==> config.mk <==
export PLATFORM = sky130hd
export DESIGN_NAME = px_color_stat
export DESIGN_NICKNAME = d
export VERILOG_FILES = /design/src/rtl/px_color_stat.sv
export SDC_FILE = /design/constraint.sdc
export NUM_CORES = 1
export LEC_CHECK = 0
export ABC_AREA = 1
export BUFFER_PORTS_ARGS = -buffer_cell sky130_fd_sc_hd__buf_4
export CAP_MARGIN = 25
export CORE_MARGIN = 2
export CORE_UTILIZATION = 53
export CTS_CLUSTER_SIZE = 40
export DETAILED_ROUTE_END_ITERATION = 12
export HOLD_SLACK_MARGIN = 0.03
export PLACE_DENSITY = 0.77
export SETUP_SLACK_MARGIN = 0.5
export SLEW_MARGIN = 20
export SYNTH_ARGS = -nofsm -noshare
export SYNTH_HDL_FRONTEND = slang
export SYNTH_SLANG_ARGS = --single-unit
==> constraint.sdc <==
create_clock -name pclk -period 3 [get_ports pclk]
set_input_delay 0.6 -clock pclk [delete_from_list [all_inputs] [get_ports pclk]]
set_output_delay 0.6 -clock pclk [all_outputs]
set_load 0.01 [all_outputs]
==> src/rtl/px_color_stat.sv <==
// Per-frame red/green/blue pixel classifier reporting the dominant colour.
// Optional PX_COLOR_STAT_HYST_EN: colour changes only after two matching good frames.
module px_color_stat #(
    parameter int AW      = 15,
    parameter int NPIX    = 19200,
    parameter int MIN_PIX = 1024
) (
    input  logic          pclk,
    input  logic          rst,
    input  logic          px_wr,
    input  logic [AW-1:0] mem_px_addr,
    input  logic [7:0]    mem_px_data,
    output logic [1:0]    color,
    output logic          result_valid,
    output logic          frame_err,
    output logic          busy
);

    typedef enum logic [1:0] {IDLE, ACC, EVAL} state_t;

    localparam logic [AW-1:0] LAST  = AW'(NPIX - 1);
    localparam logic [AW-1:0] ADDR1 = AW'(1);
    localparam logic [AW:0]   ONE   = (AW+1)'(1);
    localparam logic [AW:0]   MINC  = (AW+1)'(MIN_PIX);

    state_t        state, state_nx;
    logic [AW-1:0] exp_addr;
    logic          err, fin;
    logic          s1_vld, s1_first, s1_last, s2_last;
    logic [1:0]    s1_cls;
    logic [AW:0]   cr, cg, cb;
    logic [1:0]    cand;
    logic [AW:0]   cmax;
    logic          start, acc_px, first, take, is_last;

    function automatic logic [1:0] classify(input logic [7:0] d);
        logic [2:0] r, g;
        logic [1:0] b;
        r = d[7:5];
        g = d[4:2];
        b = d[1:0];
        if (r >= 3'd4 && g <= 3'd2 && b <= 2'd1)      return 2'd1;
        else if (g >= 3'd4 && r <= 3'd2 && b <= 2'd1) return 2'd2;
        else if (b == 2'd3 && r <= 3'd2 && g <= 3'd2) return 2'd3;
        else                                          return 2'd0;
    endfunction

    // Once the last pixel is sampled, input is ignored until EVAL.
    assign start   = px_wr && mem_px_addr == '0 && (state == IDLE || state == EVAL);
    assign acc_px  = px_wr && state == ACC && !fin;
    assign first   = start || (acc_px && mem_px_addr == '0);
    assign take    = start || acc_px;
    assign is_last = mem_px_addr == LAST;
    assign busy    = state != IDLE;

    always_comb begin
        cand = 2'd0;
        cmax = '0;
        if (cr >= cg && cr >= cb) begin
            cand = 2'd1;
            cmax = cr;
        end else if (cg >= cb) begin
            cand = 2'd2;
            cmax = cg;
        end else begin
            cand = 2'd3;
            cmax = cb;
        end
        if (cmax < MINC) cand = 2'd0;
    end

    always_comb begin
        state_nx = state;
        unique case (state)
            IDLE: if (start) state_nx = ACC;
            ACC:  if (s2_last) state_nx = EVAL;
            EVAL: state_nx = start ? ACC : IDLE;
            default: state_nx = IDLE;
        endcase
    end

    always_ff @(posedge pclk or posedge rst) begin
        if (rst) begin
            state    <= IDLE;
            exp_addr <= '0;
            err      <= 1'b0;
            fin      <= 1'b0;
            s1_vld   <= 1'b0;
            s1_first <= 1'b0;
            s1_last  <= 1'b0;
            s1_cls   <= 2'd0;
            s2_last  <= 1'b0;
        end else begin
            state    <= state_nx;
            s1_vld   <= take;
            s1_first <= first;
            s1_last  <= take && is_last;
            s1_cls   <= classify(mem_px_data);
            s2_last  <= s1_vld && s1_last;
            if (first) begin
                exp_addr <= ADDR1;
                err      <= 1'b0;
                fin      <= is_last;
            end else if (acc_px) begin
                exp_addr <= mem_px_addr + ADDR1;
                if (mem_px_addr != exp_addr) err <= 1'b1;
                if (is_last) fin <= 1'b1;
            end else if (state == EVAL) begin
                fin <= 1'b0;
            end
        end
    end

    // Stage 2: the first pixel of a frame reloads the counters.
    always_ff @(posedge pclk or posedge rst) begin
        if (rst) begin
            cr <= '0;
            cg <= '0;
            cb <= '0;
        end else if (s1_vld) begin
            if (s1_first) begin
                cr <= (s1_cls == 2'd1) ? ONE : '0;
                cg <= (s1_cls == 2'd2) ? ONE : '0;
                cb <= (s1_cls == 2'd3) ? ONE : '0;
            end else begin
                if (s1_cls == 2'd1) cr <= cr + ONE;
                if (s1_cls == 2'd2) cg <= cg + ONE;
                if (s1_cls == 2'd3) cb <= cb + ONE;
            end
        end
    end

`ifdef PX_COLOR_STAT_HYST_EN
    logic [1:0] last_cand;
`endif

    always_ff @(posedge pclk or posedge rst) begin
        if (rst) begin
            color        <= 2'd0;
            result_valid <= 1'b0;
            frame_err    <= 1'b0;
`ifdef PX_COLOR_STAT_HYST_EN
            last_cand    <= 2'd0;
`endif
        end else begin
            result_valid <= 1'b0;
            frame_err    <= acc_px && mem_px_addr == '0;
            if (state == EVAL) begin
                if (err) begin
                    frame_err <= 1'b1;
                end else begin
                    result_valid <= 1'b1;
`ifdef PX_COLOR_STAT_HYST_EN
                    if (cand == last_cand) color <= cand;
                    last_cand <= cand;
`else
                    color <= cand;
`endif
                end
            end
        end
    end

endmodule
# Word-level counts from Yosys, hierarchy flattened
# Index checks and enable logic that the tools add are counted.
[word_totals]
input_bits = 26
out_inout_bits = 5
register_bits = 77
[op_classes]
n_mux = 34
n_lt_le_gt_ge = 9
add_sub_neg = 4
reduce_logical = 34
n_bitwise = 1
eq_ne = 11
[ops]
columns = ["cell", "count"]
rows = [
  ["16-bit 2-to-1 mux", 8],
  ["16-bit by 1-bit adder with 16-bit output, second input constant", 3],
  ["16-bit >= comparator", 3],
  ["15-bit 2-to-1 mux", 2],
  ["16-bit by 11-bit less-than comparator with 1-bit output, second input constant", 1],
  ["1-bit 2-to-1 mux", 16],
  ["15-bit by 1-bit adder with 15-bit output, second input constant", 1],
  ["15-bit == test, second input constant", 1],
  ["15-bit zero test", 1],
  ["15-bit != test", 1],
  ["1-bit logical AND", 14],
  ["2-bit 2-to-1 mux", 7],
  ["2-bit AND reduction", 7],
  ["2-bit nonzero test", 6],
  ["2-bit == test, second input constant", 4],
  ["3-bit >= comparator, second input constant", 2],
  ["3-bit by 2-bit <= comparator with 1-bit output, second input constant", 2],
  ["2-bit case mux with 3 select lines", 1],
  ["2-bit by 1-bit == test with 1-bit output, second input constant", 2],
  ["2-bit != test, second input constant", 2],
  ["1-bit logical OR", 3],
  ["3-bit by 2-bit != test with 1-bit output, second input constant", 1],
  ["3-bit nonzero test", 1],
  ["2-bit by 1-bit <= comparator with 1-bit output, second input constant", 1],
  ["other kinds (3)", 3],
]

# Logic depth before layout (Yosys ltp)
# Gate-level depths: netlist of run 1.
[logic_depth]
depth_word = 7
mapped_depth = 19

# Least setup slack after synthesis of run 1
# Ideal clock, no wire load.
[synth_timing]
path_kind = "flip-flop to flip-flop"
from = "register cb[9]"
to = "register color[0]"
arrival_time_ns = 1.921
stages_incl_launch_ff = 17
t_required_ns = 2.884
path_slack_ns = 0.962
cell_sequence = "dfrtp_1 > inv_1 > ha_1 > nand2_1 > nand2_1 > nand3_1 > nand2_1 > a21oi_1 > nand2_2 > nand2_1 > o21ai_0 > nand2_1 > nand2_1 > nor2_1 > nand3_1 > nand2_1 > nand2_1"
[synth_between]
elab_chain_len = 5
word_cells_on_any_way = 9
[synth_lines]
columns = ["element", "line_no", "source"]
rows = [
  ["start: declaration", "31", "logic [AW:0] cr, cg, cb;"],
  ["start signal: assignment", "124", "cb <= (s1_cls == 2'd3) ? ONE : '0;"],
  ["start signal: assignment", "128", "if (s1_cls == 2'd3) cb <= cb + ONE;"],
  ["16-bit >= comparator, on equally long branches", "62, 59", ""],
  ["16-bit 2-to-1 mux / 1-bit logical AND (equally long branches)", "62, 59", ""],
  ["16-bit 2-to-1 mux", "59", "if (cr >= cg && cr >= cb) begin"],
  ["16-bit by 11-bit less-than comparator with 1-bit output", "69", "if (cmax < MINC) cand = 2'd0;"],
  ["2-bit 2-to-1 mux (*)", "69", ""],
  ["end signal: assignment", "157", "color <= cand;"],
  ["end: declaration", "13", "output logic [1:0] color,"],
]
# Mark *: on every way between the ends. The rest lies on a longest branch, timed or not.
# A chain may end at the register's enable or synchronous reset.

# Worst setup path after layout of run 1
[layout_timing]
from = "register cg[3]"
to = "register color[0]"
[layout_between]
elab_chain_len = 5
word_cells_on_any_way = 9
[layout_lines]
columns = ["element", "line_no", "source"]
rows = [
  ["start: declaration", "31", ""],
  ["start signal: assignment", "123", "cg <= (s1_cls == 2'd2) ? ONE : '0;"],
  ["start signal: assignment", "127", "if (s1_cls == 2'd2) cg <= cg + ONE;"],
  ["16-bit >= comparator, on equally long branches", "62, 59", ""],
  ["16-bit 2-to-1 mux / 1-bit logical AND (equally long branches)", "62, 59", ""],
  ["16-bit 2-to-1 mux", "59", ""],
  ["16-bit by 11-bit less-than comparator with 1-bit output", "69", ""],
  ["2-bit 2-to-1 mux (*)", "69", ""],
]
# Marks and branches as above.

==> results of run 1 <==
synth_stat cells, types with 2 or more instances:
cell / instances / area, um^2
a21o_1: 3 / 22.5
a21oi_1: 42 / 210
a31oi_1: 3 / 18.8
a41oi_1: 2 / 17.5
clkbuf_1: 5 / 18.8
dfrtp_1: 77 / 1930
ha_1: 53 / 663
inv_1: 107 / 402
inv_2: 4 / 15.0
nand2_1: 160 / 601
nand2_2: 6 / 37.5
nand3_1: 48 / 240
nand3_2: 3 / 30.0
nand4_1: 12 / 75.1
nor2_1: 62 / 233
nor2_2: 3 / 18.8
nor2_4: 2 / 22.5
nor3_1: 33 / 165
nor3_2: 6 / 60.1
nor3b_1: 2 / 15.0
nor4_1: 8 / 50.1
o21ai_0: 37 / 185
o21ai_1: 8 / 40.0
o21bai_1: 2 / 15.0
xnor2_1: 14 / 123
xor2_1: 10 / 87.6
layer usage:
metal | routed length, um | vias to the layer above
li1 | - | 2489
met1 | 5670 | 2278
met2 | 6170 | 115
met3 | 508 | 20
met4 | 240 | 0
met5 | 0 | -
worst register-to-register path: stages, from the launching register on:
cell and delay [ns]:
dfrtp_1 0.40, inv_1 0.12, ha_1 0.33, nand2_1 0.05, inv_1 0.07, nand3_1 0.09
nor3_1 0.26, nand2_1 0.11, nand3_2 0.15, nand2_2 0.14, nand2_1 0.10, nand2_1 0.05
nor2_1 0.10, nand3_1 0.08, nand2_1 0.06, nand2_1 0.04
power by group through the flow:
stage / Clock (mW) / Sequential, mW / Combinational [mW]
3_5_place_dp: 0 / 1.33 / 1.17
4_1_cts: 0.769 / 1.31 / 1.18
6_report: 0.750 / 1.32 / 1.22
3_3_place_gp: 0 / 1.33 / 1.15
5_1_grt: 0.807 / 1.34 / 1.41
2_1_floorplan: 0 / 1.30 / 0.897
metrics by stage:
stage / hold slack [ns] / utilization (%) / instance area, um^2
3_5_place_dp: 0.427 / 57.4 / 5840
4_1_cts: 0.409 / 59.2 / 6030
2_1_floorplan: 0.409 / - / 5460
3_3_place_gp: 0.421 / 57.4 / 5840
5_1_grt: 0.439 / 59.5 / 6060
6_report: 0.383 / 59.5 / 6060
state kept, by name, indices dropped and copies added (netlist names):
name / flops
cb: 16
cg: 16
cr: 16
exp_addr: 15
color: 2
s1_cls: 2
state: 2
err: 1
fin: 1
frame_err: 1
result_valid: 1
s1_first: 1
s1_last: 1
s1_vld: 1
s2_last: 1
cell families after synthesis:
family	share of synthesized area [%]
AO/OA/AOI/OAI	11.0
adder cells (fa/ha/maj)	12.1
flip-flops	35.3
buffers and inverters	8.27
AND/OR/NAND/NOR	29.4
XOR/XNOR	3.85
how the worst max path moves through the flow:
stage	from	to	slack [ns]	depth (start not counted)
detailed placement	cg[11]	color[0]	0.62	15
global route	cb[7]	color[0]	0.48	16
global placement	cg[11]	color[0]	0.65	15
finish	cg[3]	color[0]	0.76	15
CTS	cg[11]	color[0]	0.60	15
floorplan	cb[9]	color[0]	0.96	16
what timing repair did:
action	in CTS	in global routing
buffers inserted	0	0
resized for setup	0	8
hold endpoints to repair	0	0
endpoints found under the setup margin	0	2
area by class of cell:
| class | count | area, um^2 |
|---|---|---|
| Clock inverter | 5 | 33.8 |
| Fill cell | 965 | 4130 |
| Tap cell | 136 | 170 |
| Multi-Input combinational cell | 535 | 3110 |
| Clock buffer | 11 | 151 |
| Inverter | 111 | 420 |
| Timing Repair Buffer | 31 | 245 |
| Sequential cell | 77 | 1930 |
==> summary.md, run 1 <==
| Metric | Value |
|---|---|
| Cell Chain, Critical Path | inv_1, ha_1, nand2_1, inv_1, nand3_1, nor3_1, nand2_1, nand3_2, nand2_2, nand2_1, nand2_1, nor2_1, nand3_1, nand2_1, nand2_1 |
| Worst-Skew Late Latency | 0.35 ns |
| Core ar. | 10200 um^2 |
| DR WL/cell | 13.9 um |
| TritonCTS clock tree | yes |
| Net Count, Synth | 810 |
| Post-synth top flop | dfrtp_1 |
| Most frequent cells in the layout | 158 x nand2_1, 106 x inv_1, 75 x dfrtp_1 |
| # diodes | 0 |
| CP top delay family | simple AND/OR/NAND/NOR gates |
| Post-CTS Hold Fix Bufs | 0 |
| Met3 Usage GRT | 3.34% |
| Worst-Margin Slew | 0.843 ns |
| RSZ-0062 raised after global routing | true |
| Layout Nets | 844 |
| Most Used Layer, Global Route | met2 |
| Post-route ant nets | 0 |
| Iter 0 DRT Violations | 280 |
| CTS max path bufs | 2 |
| CP max stage delay | 0.40 ns |
| Vias per cell | 5.41 |
| Share of layout cells above drive strength 1 | 10.9% |
| Clock Tree Root | clkbuf_8 |
| CP max FO | 8 |
| Pre-Repair DR Iteration Count | 5 |
| Max-cap violations | 0 |
| Most common cell after layout, fill and taps aside | nand2_1 |
| Pre-CTS WS | 0.624 ns |
| Achievable frequency | 446 MHz |
| Period minus WS final | 2.24 ns |
| I/O Buffers | 30 |
| Req. time, crit path | 3.25 ns |
| DR vias | 4902 |
| Total length of routed wires | 12600 um |
| Vias in the first global route | 4807 |
| Worst hold path type | in2async |
| Die Y | 106 um |
| Hold Violations, Final | 0 |
| Internal power | 1.97 mW |
| Crit end category | flop |
| Post-synth EDFFs | 0 |
| Num Clock Sinks | 77 |
| Max VDD drop | 0.292 mV |
| CP dominant cell by count | nand2_1 |
| Grt total ovfl | 0 |
| Sequential fraction of the synthesis area | 35.3% |
| Power per cell area | 543 nW/um^2 |
| TritonCTS Buffers | 9 |
| Fin cells | 906 |
| Largest net degree at the start of global routing | 45 |
| Highest-delay cell along the critical path | dfrtp_1 |
| R2r setup slk | 0.76 ns |
| Gr usage total | 23.9% |
| Asr flop ratio synth | 100% |
| Clk_skew | 0.00984 ns |
| Critical path class | reg2reg |
| Mapped Cells | 731 |
| Detailed placement HPWL | 9620 um |
| Status | finished, final reports clean |
| Critical Path AT | 2.49 ns |
| R2R depth | 15 |
| H-tree depth | 3 |
| Slew HR | 43.7% |
| Mean post-synth cell area | 7.47 um^2 |
| Crit path buf inv count | 2 |
| Placer's final routability congestion estimate | 0.908 |
| Cell total after placement | 890 |
| Max Slew Vio Count | 0 |
| Met2 Track Usage GR | 41.3% |
| Global-route wire length before repair | 21500 um |
| PnR worst setup slack | 0.758 ns |
| Met1 Use GR | 30.7% |
| Setup TNS | 0 ns |
| Cell Area, Synth | 5460 um^2 |
| Startpoint types | flop |
| Final setup violation count | 0 |
| Ys Warns | 0 |
| IO Pins | 31 |
| Distinct cell type count after synthesis | 45 |
| Worst-path clk slew | 0.09 ns |
| Switch share | 40.0% |
| Antenna violations before repair | 0 |
| Rows | 37 |
| Sw Pwr | 1.31 mW |
| Reg power frac | 40.1% |
| Total power | 3.29 mW |
| Clk pwr share | 22.8% |
| RR Endpoint | color[0] |
| Leakage power | 3.08 nW |
| Chip width | 106 um |
| Synth Register Bits | 77 |
| Logic pwr share | 37.1% |
| Initial Util | 53.6% |
| Period utilisation layout | 74.7% |
| Area delta synth->final | 10.9% |
| Reg2reg start | cg[3] |
| Total die area | 11100 um^2 |
| DRC violations left | 0 |
Note: power is estimated with default switching activity, not from simulation.
==> run 2, diff against run 1 <==
Clock period 3 ns to 2.1 ns, I/O delays scaled along.
==> run 2 against run 1 <==
  * The flow now finishes with violations (setup timing)
  * Cell count rose by 9.8%
  * Register-to-register slack got worse by 0.86 ns
  * Combinational power rose by 140%
  * Die area did not move
  * Critical path depth fell by 1
  * Count of clock-buffer cells in the layout fell by 1
  * Maximum frequency rose by 1.8%
  * Clock power rose by 48%
  * Sequential share of layout area fell by 6.7 points
  * Total power rose by 80%
  * Sequential power rose by 44%
  * Sequential cell count did not move
  * Critical path type unchanged
  * Largest power group is now combinational cells
==> summary.md, run 2 (synthesis results as in run 1) <==
| Metric | Value |
|---|---|
| Status | finished with violations (was finished, final reports clean) |
| Failing checks | setup timing |
| Cell Area, Placed | 6160 um^2 (was 5840 um^2) |
| I/O Buffers | 30 (unchanged) |
| Period utilisation layout | 105% (was 74.7%) |
| PnR worst setup slack | -0.103 ns (was 0.758 ns) |
| Most common cell after layout, fill and taps aside | nand2_1 (unchanged) |
| R2R depth | 14 (was 15) |
| Total die area | 11100 um^2 (unchanged) |
| Fillers | 615 (was 965) |
| TritonCTS clock tree | yes (unchanged) |
| Max Slew Vio Count | 0 (unchanged) |
| Global-route wire length before repair | 24500 um (was 21500 um) |
| Achievable frequency | 454 MHz (was 446 MHz) |
| Worst hold path type | in2async (unchanged) |
| Initial Util | 53.6% (unchanged) |
| Antenna violations before repair | 0 (unchanged) |
| CTS max path bufs | 2 (unchanged) |
| Cell Chain, Critical Path | inv_2, ha_1, a21oi_1, o21ai_1, a21oi_4, nand2_4, nand2_1, o21ai_0, nand2_2, nand2_1, nor2_1, nand3_1, nand2_1, nand2_1 (was inv_1, ha_1, nand2_1, inv_1, nand3_1, nor3_1, nand2_1, nand3_2, nand2_2, nand2_1, nand2_1, nor2_1, nand3_1, nand2_1, nand2_1) |
| Crit end category | flop (unchanged) |
| Vias per cell | 5.84 (was 5.41) |
| Area delta synth->final | 42.0% (was 10.9%) |
| Iter 0 DRT Violations | 470 (was 280) |
| Req. time, crit path | 2.38 ns (was 3.25 ns) |
| Most frequent cells in the layout | 124 x nand2_1, 92 x buf_4, 75 x inv_1 (was 158 x nand2_1, 106 x inv_1, 75 x dfrtp_1) |
| Largest net degree at the start of global routing | 78 (was 45) |
| Share of layout cells above drive strength 1 | 39.6% (was 10.9%) |
| Total power | 5.93 mW (was 3.29 mW) |
| WL met3 | 998 um (was 508 um) |
| Clk_skew | 0.0147 ns (was 0.00984 ns) |
| CP max FO | 8 (unchanged) |
| Num Clock Sinks | 77 (unchanged) |
| Layout Nets | 933 (was 844) |
| Worst-Margin Slew | 0.422 ns (was 0.843 ns) |
| Startpoint types | flop (unchanged) |
| DR WL/cell | 18.0 um (was 13.9 um) |
| Largest registers | cb x16, cg x16, cr x16 (unchanged) |
| Total length of routed wires | 17900 um (was 12600 um) |
| TritonCTS Buffers | 9 (unchanged) |
| Metal1 wirelength | 6790 um (was 5670 um) |
| Slew HR | 71.8% (was 43.7%) |
| Period minus WS final | 2.20 ns (was 2.24 ns) |
| Vias in the first global route | 5360 (was 4807) |
| RSZ-0062 raised after global routing | true (unchanged) |
| DR vias | 5813 (was 4902) |
| Critical Path AT | 2.48 ns (was 2.49 ns) |
| Power per cell area | 764 nW/um^2 (was 543 nW/um^2) |
| Worst path depth | 14 (was 15) |
| Hold Slack | 0.166 ns (was 0.383 ns) |
| Core ar. | 10200 um^2 (unchanged) |
| Gr usage total | 27.3% (was 23.9%) |
| Die Y | 106 um (unchanged) |
| Final setup violation count | 3 (was 0) |
| H-tree depth | 3 (unchanged) |
| Highest-delay cell along the critical path | dfrtp_1 (unchanged) |
| Multi-input logic area | 3980 um^2 (was 3110 um^2) |
| Placer's final routability congestion estimate | 0.879 (was 0.908) |
| Rows | 37 (unchanged) |
| Max-cap violations | 0 (unchanged) |
| Top Metal Used | met4 (unchanged) |
| CP dominant cell by count | nand2_1 (unchanged) |
| Post-route cell area | 7750 um^2 (was 6060 um^2) |
| Hold Violations, Final | 0 (unchanged) |
| DRC violations left | 0 (unchanged) |
| Chip width | 106 um (unchanged) |
| Max VDD drop | 0.629 mV (was 0.292 mV) |
| Detailed placement HPWL | 9930 um (was 9620 um) |
| WL met2 | 9240 um (was 6170 um) |
| Worst-Skew Late Latency | 0.38 ns (was 0.35 ns) |
| CP top delay family | compound AO/OA/AOI/OAI gates (was simple AND/OR/NAND/NOR gates) |
| CP max stage delay | 0.41 ns (was 0.40 ns) |
| Leakage power | 3.79 nW (was 3.08 nW) |
| Critical path class | reg2reg (unchanged) |
| Pre-Repair DR Iteration Count | 5 (unchanged) |
| Post-route ant nets | 0 (unchanged) |
| Clock Tree Root | clkbuf_8 (unchanged) |
| Grt total ovfl | 0 (unchanged) |
| IO Pins | 31 (unchanged) |
| Worst-path clk slew | 0.10 ns (was 0.09 ns) |
| Register area | 1950 um^2 (was 1930 um^2) |
| # diodes | 0 (unchanged) |
| Crit path buf inv count | 1 (was 2) |
[run 2: worst paths after layout]
check	startpoint	slack, ns	to
hold reg to reg	s1_last	0.46	s2_last
max in group asynchronous	rst	1.60	cg[11]
hold / removal	rst	0.17	exp_addr[8]
setup / recovery	cb[13]	-0.10	color[0]
setup reg to reg	cb[13]	-0.10	color[0]
min in group pclk	mem_px_data[1]	0.24	s1_cls[1]
[run 2: per-layer routing]
layer | up-vias | global-route usage, %
li1 | 2679 | -
met1 | 2789 | 32.7
met2 | 262 | 47.9
met3 | 83 | 4.82
met4 | 0 | 11.8
met5 | - | 0
[run 2: per-stage QoR]
step / utilization (%) / instances / setup WS [ns] / setup TNS, ns
5_1_grt: 76.1 / 995 / -0.270 / -0.626
4_1_cts: 68.1 / 966 / 0.0968 / 0
3_5_place_dp: 60.5 / 917 / -0.0433 / -0.0433
6_report: 76.1 / 995 / -0.103 / -0.234
3_3_place_gp: 60.5 / 917 / -0.0298 / -0.0298
2_1_floorplan: - / 731 / 0.263 / 0
[run 2: worst register-to-register path: stages (launching register included)]
cell and delay (ns):
dfrtp_1 0.41, inv_2 0.15, ha_1 0.28, a21oi_1 0.19, o21ai_1 0.12, a21oi_4 0.21, nand2_4 0.11, nand2_1 0.08
o21ai_0 0.13, nand2_2 0.10, nand2_1 0.05, nor2_1 0.10, nand3_1 0.08, nand2_1 0.06, nand2_1 0.05
[run 2: repair_timing]
item                                    in CTS  in global routing
gates cloned                                 1                  1
gates resized for setup                     88                141
endpoints found under the setup margin      25                 52
pin swaps                                   52                 53
hold buffers                                 0                  0
setup buffers                               32                 28
[run 2: where the power goes]
part | total [mW] | switching (mW) | internal, mW
clock | 1.11 | 0.644 | 0.468
combinational | 2.92 | 1.67 | 1.25
sequential | 1.90 | 0.212 | 1.68
total | 5.93 | 2.53 | 3.40
[run 2: final cells by class]
| class | instances | share of cell area (%) |
|---|---|---|
| Clock buffer | 10 | 1.77 |
| Sequential cell | 77 | 25.1 |
| Clock inverter | 6 | 0.581 |
| Timing Repair inverter | 2 | 0.194 |
| Multi-Input combinational cell | 535 | 51.3 |
| Inverter | 111 | 5.74 |
| Timing Repair Buffer | 118 | 13.1 |
| Tap cell | 136 | 2.19 |
